**config.mk**
```make
export PLATFORM = sky130hd
export DESIGN_NAME = uart_cmd_master_flat
export DESIGN_NICKNAME = d
export VERILOG_FILES = /design/src/rtl/cmd_pkg.sv /design/src/rtl/uart_cmd_master_if.sv /design/src/rtl/uart_cmd_master_uart.sv /design/src/rtl/uart_cmd_master.sv /design/src/flat_wrapper.sv
export SDC_FILE = /design/constraint.sdc
export NUM_CORES = 1
export LEC_CHECK = 0
export BUFFER_PORTS_ARGS = -buffer_cell sky130_fd_sc_hd__buf_2
export CAP_MARGIN = 5
export CORE_MARGIN = 5
export CORE_UTILIZATION = 45
export DETAILED_ROUTE_END_ITERATION = 8
export REMOVE_ABC_BUFFERS = 1
export SLEW_MARGIN = 40
export SYNTH_ARGS = -nofsm -noshare
export SYNTH_HDL_FRONTEND = slang
export SYNTH_SLANG_ARGS = --single-unit
```
**constraint.sdc**
```tcl
create_clock -name clk -period 2.3 [get_ports clk]
set_input_delay 0.46 -clock clk [delete_from_list [all_inputs] [get_ports clk]]
set_output_delay 0.46 -clock clk [all_outputs]
set_load 0.1 [all_outputs]
```
**src/rtl/cmd_pkg.sv**
```systemverilog
// Shared definitions for the 3-byte command link.
// Used by the host-side master and the vehicle-side receiver.
package cmd_pkg;

    typedef enum logic [2:0] {
        IDLE,
        SEND_CMD,
        SEND_HI,
        SEND_LO,
        WAIT_RESP
    } master_state_t;

    // Wire order of the three frame bytes
    localparam logic [1:0] BYTE_CMD = 2'd0;
    localparam logic [1:0] BYTE_HI  = 2'd1;
    localparam logic [1:0] BYTE_LO  = 2'd2;

    localparam logic [7:0] OP_NOP    = 8'h00;
    localparam logic [7:0] OP_READ   = 8'h01;
    localparam logic [7:0] OP_WRITE  = 8'h02;
    localparam logic [7:0] OP_STATUS = 8'h03;

    // Byte to be loaded on the next trmt, given the current state
    function automatic logic [1:0] next_byte_sel(input master_state_t st);
        case (st)
            SEND_CMD: return BYTE_HI;
            SEND_HI:  return BYTE_LO;
            default:  return BYTE_CMD;
        endcase
    endfunction

endpackage

```
**src/rtl/uart_cmd_master_if.sv**
```systemverilog
// Host-facing command/response handshake of uart_cmd_master.
// master = command issuer, slave = uart_cmd_master.
interface uart_cmd_master_if;
    logic        snd_cmd;
    logic [7:0]  cmd;
    logic [15:0] data;
    logic        clr_resp_rdy;
    logic        busy;
    logic        cmd_sent;
    logic [7:0]  resp;
    logic        resp_rdy;
    logic        timeout;

    modport master (
        output snd_cmd, cmd, data, clr_resp_rdy,
        input  busy, cmd_sent, resp, resp_rdy, timeout
    );

    modport slave (
        input  snd_cmd, cmd, data, clr_resp_rdy,
        output busy, cmd_sent, resp, resp_rdy, timeout
    );
endinterface

```
**src/rtl/uart_cmd_master_uart.sv**
```systemverilog
// 8N1 UART transmitter + receiver, BAUD_DIV clocks per bit.
// TX: start bit driven the cycle after trmt; tx_done rises at end of stop bit. RX: rx_rdy at mid stop bit.
// No backpressure: trmt while sending restarts the frame; a new RX byte overwrites rx_data.
module uart #(
    parameter int BAUD_DIV = 434
) (
    input  logic       clk,
    input  logic       rst_n,
    input  logic       trmt,
    input  logic [7:0] tx_data,
    output logic       tx_done,
    output logic       TX,
    input  logic       RX,
    input  logic       clr_rx_rdy,
    output logic       rx_rdy,
    output logic [7:0] rx_data
);
    localparam int CW = $clog2(BAUD_DIV);
    localparam logic [CW-1:0] BAUD_LAST = CW'(BAUD_DIV - 1);
    localparam logic [CW-1:0] BAUD_HALF = CW'(BAUD_DIV / 2 - 1);

    logic [9:0]    tx_shft;
    logic [CW-1:0] tx_baud;
    logic [3:0]    tx_bit;
    logic          tx_act;

    always_ff @(posedge clk or negedge rst_n) begin
        if (!rst_n) begin
            tx_shft <= '1;
            tx_baud <= '0;
            tx_bit  <= '0;
            tx_act  <= 1'b0;
            tx_done <= 1'b0;
        end else if (trmt) begin
            tx_shft <= {1'b1, tx_data, 1'b0};
            tx_baud <= '0;
            tx_bit  <= '0;
            tx_act  <= 1'b1;
            tx_done <= 1'b0;
        end else if (tx_act) begin
            if (tx_baud == BAUD_LAST) begin
                tx_baud <= '0;
                tx_shft <= {1'b1, tx_shft[9:1]};
                tx_bit  <= tx_bit + 4'd1;
                if (tx_bit == 4'd9) begin
                    tx_act  <= 1'b0;
                    tx_done <= 1'b1;
                end
            end else begin
                tx_baud <= tx_baud + CW'(1);
            end
        end
    end

    assign TX = tx_shft[0];

    logic          rx_m;
    logic          rx_s;
    logic [CW-1:0] rx_baud;
    logic [3:0]    rx_bit;
    logic          rx_act;
    logic [7:0]    rx_shft;

    always_ff @(posedge clk or negedge rst_n) begin
        if (!rst_n) begin
            rx_m    <= 1'b1;
            rx_s    <= 1'b1;
            rx_baud <= '0;
            rx_bit  <= '0;
            rx_act  <= 1'b0;
            rx_shft <= '0;
            rx_data <= '0;
            rx_rdy  <= 1'b0;
        end else begin
            rx_m <= RX;
            rx_s <= rx_m;
            if (clr_rx_rdy) rx_rdy <= 1'b0;
            if (!rx_act) begin
                if (!rx_s) begin
                    rx_act  <= 1'b1;
                    rx_baud <= BAUD_HALF;
                    rx_bit  <= '0;
                end
            end else if (rx_baud != '0) begin
                rx_baud <= rx_baud - CW'(1);
            end else begin
                rx_baud <= BAUD_LAST;
                rx_bit  <= rx_bit + 4'd1;
                if (rx_bit == 4'd0) begin
                    // Start bit gone high at mid-bit: glitch, not a frame
                    if (rx_s) rx_act <= 1'b0;
                end else if (rx_bit == 4'd9) begin
                    rx_act <= 1'b0;
                    if (rx_s) begin
                        rx_data <= rx_shft;
                        rx_rdy  <= 1'b1;
                    end
                end else begin
                    rx_shft <= {rx_s, rx_shft[7:1]};
                end
            end
        end
    end

endmodule

```
**src/rtl/uart_cmd_master.sv**
```systemverilog
// Serializes {cmd,data} as three UART bytes (cmd, data hi, data lo) and captures a one-byte response.
// First trmt in the snd_cmd cycle; next byte one cycle after tx_done; busy drops the cycle after capture/timeout.
// snd_cmd is accepted only while idle (busy=0); requests while busy are dropped, not queued.
module uart_cmd_master
    import cmd_pkg::*;
#(
    parameter int RESP_TIMEOUT = 1_000_000,
    parameter int TMO_W        = 24,
    parameter int BAUD_DIV     = 434
) (
    input  logic              clk,
    input  logic              rst_n,
    uart_cmd_master_if.slave  host,
    output logic              TX,
    input  logic              RX
);
    localparam logic [TMO_W-1:0] TMO_LAST = TMO_W'((RESP_TIMEOUT == 0) ? 0 : RESP_TIMEOUT - 1);

    master_state_t    state_q, state_d;
    logic [7:0]       cmd_q;
    logic [15:0]      data_q;
    logic [TMO_W-1:0] tmo_cnt;
    logic             cmd_sent_q, resp_rdy_q, timeout_q;
    logic [7:0]       resp_q;

    logic       trmt, tx_done, rx_rdy, clr_rx_rdy;
    logic [7:0] tx_data, rx_data;
    logic [1:0] byte_sel;
    logic       accept, set_sent, capture, set_tmo, tmo_clr, tmo_inc;

    uart #(.BAUD_DIV(BAUD_DIV)) u_uart (
        .clk        (clk),
        .rst_n      (rst_n),
        .trmt       (trmt),
        .tx_data    (tx_data),
        .tx_done    (tx_done),
        .TX         (TX),
        .RX         (RX),
        .clr_rx_rdy (clr_rx_rdy),
        .rx_rdy     (rx_rdy),
        .rx_data    (rx_data)
    );

    always_ff @(posedge clk or negedge rst_n) begin
        if (!rst_n) state_q <= IDLE;
        else        state_q <= state_d;
    end

    // The cmd byte bypasses cmd_q on the accept cycle so trmt can fire immediately
    assign byte_sel = next_byte_sel(state_q);

    always_comb begin
        tx_data = cmd_q;
        case (byte_sel)
            BYTE_HI:  tx_data = data_q[15:8];
            BYTE_LO:  tx_data = data_q[7:0];
            default:  tx_data = (state_q == IDLE) ? host.cmd : cmd_q;
        endcase
    end

    always_comb begin
        state_d    = state_q;
        trmt       = 1'b0;
        clr_rx_rdy = 1'b0;
        accept     = 1'b0;
        set_sent   = 1'b0;
        capture    = 1'b0;
        set_tmo    = 1'b0;
        tmo_clr    = 1'b0;
        tmo_inc    = 1'b0;
        case (state_q)
            IDLE: begin
                clr_rx_rdy = rx_rdy;
                if (host.snd_cmd) begin
                    accept  = 1'b1;
                    trmt    = 1'b1;
                    state_d = SEND_CMD;
                end
            end
            SEND_CMD: begin
                clr_rx_rdy = rx_rdy;
                if (tx_done) begin
                    trmt    = 1'b1;
                    state_d = SEND_HI;
                end
            end
            SEND_HI: begin
                clr_rx_rdy = rx_rdy;
                if (tx_done) begin
                    trmt    = 1'b1;
                    state_d = SEND_LO;
                end
            end
            SEND_LO: begin
                clr_rx_rdy = rx_rdy;
                if (tx_done) begin
                    set_sent = 1'b1;
                    tmo_clr  = 1'b1;
                    state_d  = WAIT_RESP;
                end
            end
            WAIT_RESP: begin
                // A response arriving on the expiry cycle still counts as a response
                if (rx_rdy) begin
                    capture    = 1'b1;
                    clr_rx_rdy = 1'b1;
                    state_d    = IDLE;
                end else if (RESP_TIMEOUT != 0 && tmo_cnt == TMO_LAST) begin
                    set_tmo = 1'b1;
                    state_d = IDLE;
                end else begin
                    tmo_inc = 1'b1;
                end
            end
            default: state_d = IDLE;
        endcase
    end

    always_ff @(posedge clk or negedge rst_n) begin
        if (!rst_n) begin
            cmd_q      <= '0;
            data_q     <= '0;
            tmo_cnt    <= '0;
            cmd_sent_q <= 1'b0;
            resp_q     <= '0;
            resp_rdy_q <= 1'b0;
            timeout_q  <= 1'b0;
        end else begin
            if (accept) begin
                cmd_q  <= host.cmd;
                data_q <= host.data;
            end
            if (accept)        cmd_sent_q <= 1'b0;
            else if (set_sent) cmd_sent_q <= 1'b1;
            if (capture) resp_q <= rx_data;
            if (capture)                            resp_rdy_q <= 1'b1;
            else if (accept || host.clr_resp_rdy)   resp_rdy_q <= 1'b0;
            if (set_tmo)     timeout_q <= 1'b1;
            else if (accept) timeout_q <= 1'b0;
            if (tmo_clr)      tmo_cnt <= '0;
            else if (tmo_inc) tmo_cnt <= tmo_cnt + TMO_W'(1);
        end
    end

    assign host.busy     = (state_q != IDLE);
    assign host.cmd_sent = cmd_sent_q;
    assign host.resp     = resp_q;
    assign host.resp_rdy = resp_rdy_q;
    assign host.timeout  = timeout_q;

endmodule

```
**src/flat_wrapper.sv**
```systemverilog
// flat-port wrapper written by rule: the top's interface ports become plain ports
module uart_cmd_master_flat import cmd_pkg::*;
#(
    parameter int RESP_TIMEOUT = 1_000_000,
    parameter int TMO_W        = 24,
    parameter int BAUD_DIV     = 434
)
  (clk, rst_n, TX, RX, host_snd_cmd, host_cmd, host_data, host_clr_resp_rdy, host_busy, host_cmd_sent, host_resp, host_resp_rdy, host_timeout);
  uart_cmd_master_if host_i ();
  input  logic clk;
  input  logic rst_n;
  output logic TX;
  input  logic RX;
  input wire logic [$bits(host_i.snd_cmd)-1:0] host_snd_cmd;
  input wire logic [$bits(host_i.cmd)-1:0] host_cmd;
  input wire logic [$bits(host_i.data)-1:0] host_data;
  input wire logic [$bits(host_i.clr_resp_rdy)-1:0] host_clr_resp_rdy;
  output wire logic [$bits(host_i.busy)-1:0] host_busy;
  output wire logic [$bits(host_i.cmd_sent)-1:0] host_cmd_sent;
  output wire logic [$bits(host_i.resp)-1:0] host_resp;
  output wire logic [$bits(host_i.resp_rdy)-1:0] host_resp_rdy;
  output wire logic [$bits(host_i.timeout)-1:0] host_timeout;
  assign host_i.snd_cmd = host_snd_cmd;
  assign host_i.cmd = host_cmd;
  assign host_i.data = host_data;
  assign host_i.clr_resp_rdy = host_clr_resp_rdy;
  assign host_busy = host_i.busy;
  assign host_cmd_sent = host_i.cmd_sent;
  assign host_resp = host_i.resp;
  assign host_resp_rdy = host_i.resp_rdy;
  assign host_timeout = host_i.timeout;
  uart_cmd_master #(.RESP_TIMEOUT(RESP_TIMEOUT), .TMO_W(TMO_W), .BAUD_DIV(BAUD_DIV)) u_core (.clk(clk), .rst_n(rst_n), .host(host_i), .TX(TX), .RX(RX));
endmodule
```
# Word level (Yosys, flattened, before mapping)
# Cells that the tools add are included.
totals:
  input_bits: 29
  ff_bits: 120
classes:
  n_mux: 66
  n_addsub: 5
  reduce_logical: 20
  bitwise: 3
  eq_ne: 17
ops:
  columns: ["operator", "n"]
  rows:
  - ["2-to-1 mux 9 bit", 6]
  - ["2-to-1 mux 24 bit", 2]
  - ["2-to-1 mux 1 bit", 37]
  - ["2-to-1 mux 10 bit", 3]
  - ["adder 24 x 1 -> 24 bit, second input constant", 1]
  - ["== test 24 x 20 -> 1 bit, second input constant", 1]
  - ["2-to-1 mux 4 bit", 6]
  - ["2-to-1 mux 3 bit", 6]
  - ["case mux 8 bit (2 select lines)", 1]
  - ["case mux 3 bit (5 select lines)", 1]
  - ["nonzero test 2 bit", 7]
  - ["!= test 2 bit, second input constant", 5]
  - ["AND reduction 5 bit", 2]
  - ["adder 9 x 1 -> 9 bit, second input constant", 1]
  - ["== test 9 bit, second input constant", 1]
  - ["nonzero test 9 bit", 1]
  - ["subtractor 9 x 1 -> 9 bit, second input constant", 1]
  - ["adder 4 x 1 -> 4 bit, second input constant", 2]
  - ["== test 4 bit, second input constant", 2]
  - ["2-to-1 mux 8 bit", 1]
  - ["== test 3 x 2 -> 1 bit, second input constant", 2]
  - ["logical NOT 4 bit", 1]
  - ["case mux 1 bit (2 select lines)", 2]
  - ["case mux 2 bit (2 select lines)", 1]
  - ["15 further kinds", 18]

# Depth between registers and ports, before layout
depth:
  ltp_word: 9
  ltp_mapped: 10
  ltp_nobuf: 9

# Cells and area by module
# Synthesis repeated with hierarchy kept, for this count alone.
unflattened:
  cells_unflattened: 588
  area_unflattened_um2: 5928.2
modules_own_cells:
  columns: ["mod", "cells_per_inst", "n_inst", "area_per_inst_um2"]
  rows:
  - ["uart_cmd_master", 346, 1, 3153.0]
  - ["uart", 242, 1, 2775.2]

# Worst setup path before layout
# OpenSTA, ideal clock, no wires.
synth_path:
  path_kind: "reg-to-reg"
  startpoint: "reg u_core.state_q[1]"
  endpoint: "reg u_core.u_uart.tx_shft[8]"
  t_required_ps: 2220
  setup_time_ps: 80
  path_stages_with_launch: 7
  arrival_ps: 2386
  slack_ps: -165
  period_less_slack_ps: 2465
  cell_sequence: "dfrtp_1 -> clkbuf_1 -> nor3_2 -> clkinv_1 -> nand2_1 -> a31oi_1 -> o22a_1"
synth_between:
  elab_chain_len: 5
  word_cells_on_any_way: 14
  cone_classes: "4 x eq/ne; 5 x mux; 5 x reduce/logical"
synth_rtl:
  columns: ["item", "line_no", "text"]
  rows:
  - ["from (decl)", "uart_cmd_master.sv:19", "master_state_t state_q, state_d;"]
  - ["from (signal assigned)", "uart_cmd_master.sv:46", "else state_q <= state_d;"]
  - ["== test 3 x 2 -> 1 bit / == test 3 x 1 -> 1 bit (equally long branches)", "cmd_pkg.sv:25, uart_cmd_master.sv:71", null]
  - ["case mux 2 bit (2 select lines) / OR reduction 2 bit (equally long branches)", null, null]
  - ["== test 2 bit (tied with other cells)", "uart_cmd_master.sv:54", "case (byte_sel)"]
  - ["case mux 8 bit (2 select lines) / nonzero test 2 bit (equally long branches)", null, null]
  - ["2-to-1 mux 10 bit / AND reduction 2 bit (equally long branches)", null, null]
  - ["to (signal assigned)", "uart_cmd_master_uart.sv:35", "tx_shft <= {1'b1, tx_data, 1'b0};"]
  - ["to (signal assigned)", "uart_cmd_master_uart.sv:43", "tx_shft <= {1'b1, tx_shft[9:1]};"]
  - ["to (decl)", "uart_cmd_master_uart.sv:22", "logic [9:0] tx_shft;"]
# Parallel ways exist; a longest one is shown, timed or not.
# A chain may end at the register's enable or synchronous reset.

# Worst setup path after layout
layout_path:
  startpoint: "reg u_core.u_uart.rx_baud[1]"
  endpoint: "reg u_core.u_uart.rx_shft[2]"
layout_between:
  elab_chain_len: 3
layout_rtl:
  columns: ["item", "line_no", "text"]
  rows:
  - ["from (decl)", "uart_cmd_master_uart.sv:59", "logic [CW-1:0] rx_baud;"]
  - ["from (signal assigned)", "uart_cmd_master_uart.sv:85", "rx_baud <= rx_baud - CW'(1);"]
  - ["nonzero test 9 bit", "uart_cmd_master_uart.sv:84", "end else if (rx_baud != '0) begin"]
  - ["inverter 1 bit (no line)", null, null]
  - ["AND reduction 4 bit (no line)", null, null]
  - ["to (signal assigned)", "uart_cmd_master_uart.sv:99", "rx_shft <= {rx_s, rx_shft[7:1]};"]
  - ["to (decl)", "uart_cmd_master_uart.sv:62", "logic [7:0] rx_shft;"]
# Every way passes these cells.

==> out/qor.txt <==
status -> finished, final reports clean
DP HPWL -> 8370 um
cts bufs inserted -> 17
R2R setup slack -> 30 ps
Post-Layout Cell Count -> 826
CTS root buf -> clkbuf_16
Total GRT Usage -> 18.1%
setup bufs post-CTS -> 0
final period utilization -> 98.8%
Vias -> 4523
crit-path max FO -> 8
Ports -> 42
CTS clk-pin slew, worst paths -> 50 ps
synth top area cells -> dfrtp_1, nand2_1, dfstp_2, mux2_2, o21ai_0
synth unique cells -> 53
largest stage delay on the critical path -> 570 ps
Reg2Reg Depth -> 6
GR Util met3 -> 5.25%
Die W -> 122 um
hold crit path type -> primary input to async pin
height of the die -> 122 um
Post-synth EDFFs -> 0
Remaining DRCs -> 0
clock skew -> 7.39 ps
Pwr Total -> 0.00649 W
Worst EP arrival -> 2570 ps
H-tree Lvls -> 4
First DRT Iteration DRCs -> 401
CP max-delay cell -> or4b_4
R2R Path Start -> u_core.u_uart.rx_baud[1]$_DFFE_PN0P_
Sink Count -> 119
Cells after DPL -> 794
Detail Route Antenna Nets -> 0
Worst Tran Pin Value -> 540 ps
Yosys reg bits -> 119
CTS Buffer Depth -> 2
critical path capture point type -> flop
synthesized area per cell -> 9.88 um^2
critical-path cell list -> inv_2 > ha_4 > or4b_4 > or4b_4 > nor2_8 > mux2_2
layout cells sized above 1 -> 22.5%
RSZ-0062 raised after global routing -> yes
global placement routability congestion -> 0.845
largest area contributor in the netlist -> dfrtp_1
Nets -> 683
grt ovf -> 0
Mapped Cells -> 576
sequential area share after synthesis -> 52.5%
# hold bufs at CTS -> 0
maxcap violations -> 0
post-route minimum period -> 2270 ps
number of fill cells in the layout -> 1136
mapped cell area -> 0.00569 mm^2
# port buffers -> 41
Clk Latency, worst-skew pair -> 420 ps
Buffers & Inverters on Critical Path -> 1
crit path launch type -> flop
synth warn -> 0
worst vdd rail ir drop -> 0.529 mV
largest net degree at the start of global routing -> 45
Crit path required time -> 2600 ps
WL per Instance -> 15.2 um
Most Frequent Cell on Critical Path -> or4b_4
initial antenna violation count -> 0
Initial Util -> 45.5%
share of the synthesized area in the top cell type -> 47.5%
CP Capture Point -> u_core.u_uart.rx_shft[2]$_DFFE_PN0P_
setup violators final -> 0
Post-Route WL -> 12500 um
pwr/cell area -> 938 mW/mm^2
async set-reset flop share out of synthesis -> 100%
Ant. Diodes -> 0
Crit path depth -> 6
TritonCTS clock tree -> yes
Via density -> 5.48
area delta synth->final -> 21.5%
first-pass GRT wire length -> 21500 um
die area -> 0.0150 mm^2
FF-to-FF End -> u_core.u_uart.rx_shft[2]$_DFFE_PN0P_
routing usage on met1 -> 23.3%
Slew headroom -> 63.9%
vias in the first global route -> 4577
Top Usage Layer GRT -> met2
GR Util met2 -> 29.2%
final hold violations -> 0
Achievable Freq -> 440 MHz
crit path from -> u_core.u_uart.rx_baud[1]$_DFFE_PN0P_
top cell family by delay on the critical path -> simple AND/OR/NAND/NOR gates
Slew Viols, Final -> 0
Leak -> 3.27 nW
Setup CP Type -> flop to flop
Main synth FF type -> dfrtp_1
Rows -> 41
total core area -> 0.0125 mm^2
router iterations before antenna repair -> 4
layout by cell type (no fill, tap or decap), drive strengths merged, types with 6 or more instances in the layout:
master / count
nand3: 19
nand4: 10
mux2: 24
mux2i: 8
nor4b: 6
dfstp: 11
nor2: 28
o21ai: 41
ha: 13
clkinv: 6
xor2: 9
nor3: 7
or3: 17
a221oi: 8
clkbuf: 23
nand2: 123
or4: 6
o211ai: 6
buf: 73
a21oi: 28
a311o: 7
dfrtp: 108
inv: 13
state kept, by name, summed over array words and instances (netlist names):
name and count:
u_core.u_uart.tx_baud 9, u_core.tmo_cnt 24, u_core.u_uart.rx_s 1, u_core.u_uart.tx_shft 9, u_core.u_uart.rx_shft 8, u_core.u_uart.rx_act 1, u_core.u_uart.rx_bit 4, u_core.u_uart.tx_bit 4
u_core.data_q 16, u_core.u_uart.rx_m 1, u_core.u_uart.rx_data 8, u_core.u_uart.rx_rdy 1, u_core.u_uart.rx_baud 9, u_core.host.resp 8, u_core.host.resp_rdy 1, u_core.u_uart.tx_done 1
u_core.cmd_q 8, u_core.u_uart.tx_act 1, u_core.host.timeout 1, u_core.host.cmd_sent 1, u_core.state_q 3
cell type report:
type	instances	area, um^2	share of cell area [%]
timing repair buffer	73	475	6.87
clock buffer	23	478	6.91
tap	172	215	3.11
multi-input combinational	416	2580	37.3
sequential	119	2990	43.2
clock inverter	9	123	1.77
inverter	14	52.6	0.760
per-stage QoR:
| step | setup slack, ps | TNS (ps) | utilization [%] | instance area, um^2 | hold slack, ps |
|---|---|---|---|---|---|
| finish | 26.5 | 0 | 55.3 | 6920 | 27.3 |
| detailed placement | -87.4 | -653 | 50.2 | 6280 | 348 |
| global placement | -53.7 | -382 | 50.2 | 6280 | 347 |
| global route | -36.9 | -193 | 55.3 | 6920 | 53.8 |
| floorplan | -336 | -4670 | - | 5590 | 164 |
| CTS | 30.4 | 0 | 55.0 | 6890 | 36.3 |
where the power goes:
part           total, W  internal, W  switching (W)
logic           0.00105     0.000423       0.000626
registers       0.00273      0.00248       0.000249
clock network   0.00271      0.00178       0.000932
layer usage:
metal  routed length, um  share of wire, %  up-vias
met5                   0                 0        -
met4                 163               1.3        0
met3                 468               3.7       13
met2                6130                49       68
met1                5760                46     2270
li1                    -                 -     2172
cells in the mapped netlist, drive strengths merged, types with 8 or more instances:
library cell,instances
nand2,123
dfrtp,108
o21ai,41
a21oi,28
nor2,28
mux2,24
clkbuf,21
nand3,19
or3,17
ha,13
inv,13
dfstp,11
nand4,10
xor2,9
a221oi,8
mux2i,8
kinds of logic after synthesis:
| group | count (synthesis) | share of synthesized area [%] |
|---|---|---|
| flops | 119 | 52.5 |
| compound gates | 113 | 12.5 |
| mux | 32 | 6.15 |
| fa+ha+maj | 13 | 2.86 |
| buf+inv | 41 | 2.81 |
| xor+xnor | 12 | 1.85 |
| simple gates | 246 | 21.3 |
worst min-delay path by stage:
stage | cells past startpoint | to | slack [ps]
global route | 1 | u_core.u_uart.tx_baud[6]$_DFFE_PN0P_ | 50
detailed placement | 0 | u_core.u_uart.rx_s$_DFF_PN1_ | 350
global placement | 0 | u_core.u_uart.rx_s$_DFF_PN1_ | 350
CTS | 1 | u_core.data_q[8]$_DFFE_PN0P_ | 40
floorplan | 0 | u_core.cmd_q[0]$_DFFE_PN0P_ | 160
finish | 1 | u_core.u_uart.tx_baud[6]$_DFFE_PN0P_ | 30
timing repair:
action	CTS	global route
resized for setup	2	8
cloned	0	0
pin swaps	2	2
endpoints found under the setup margin	10	11
Power figures use the tool's default switching activity.
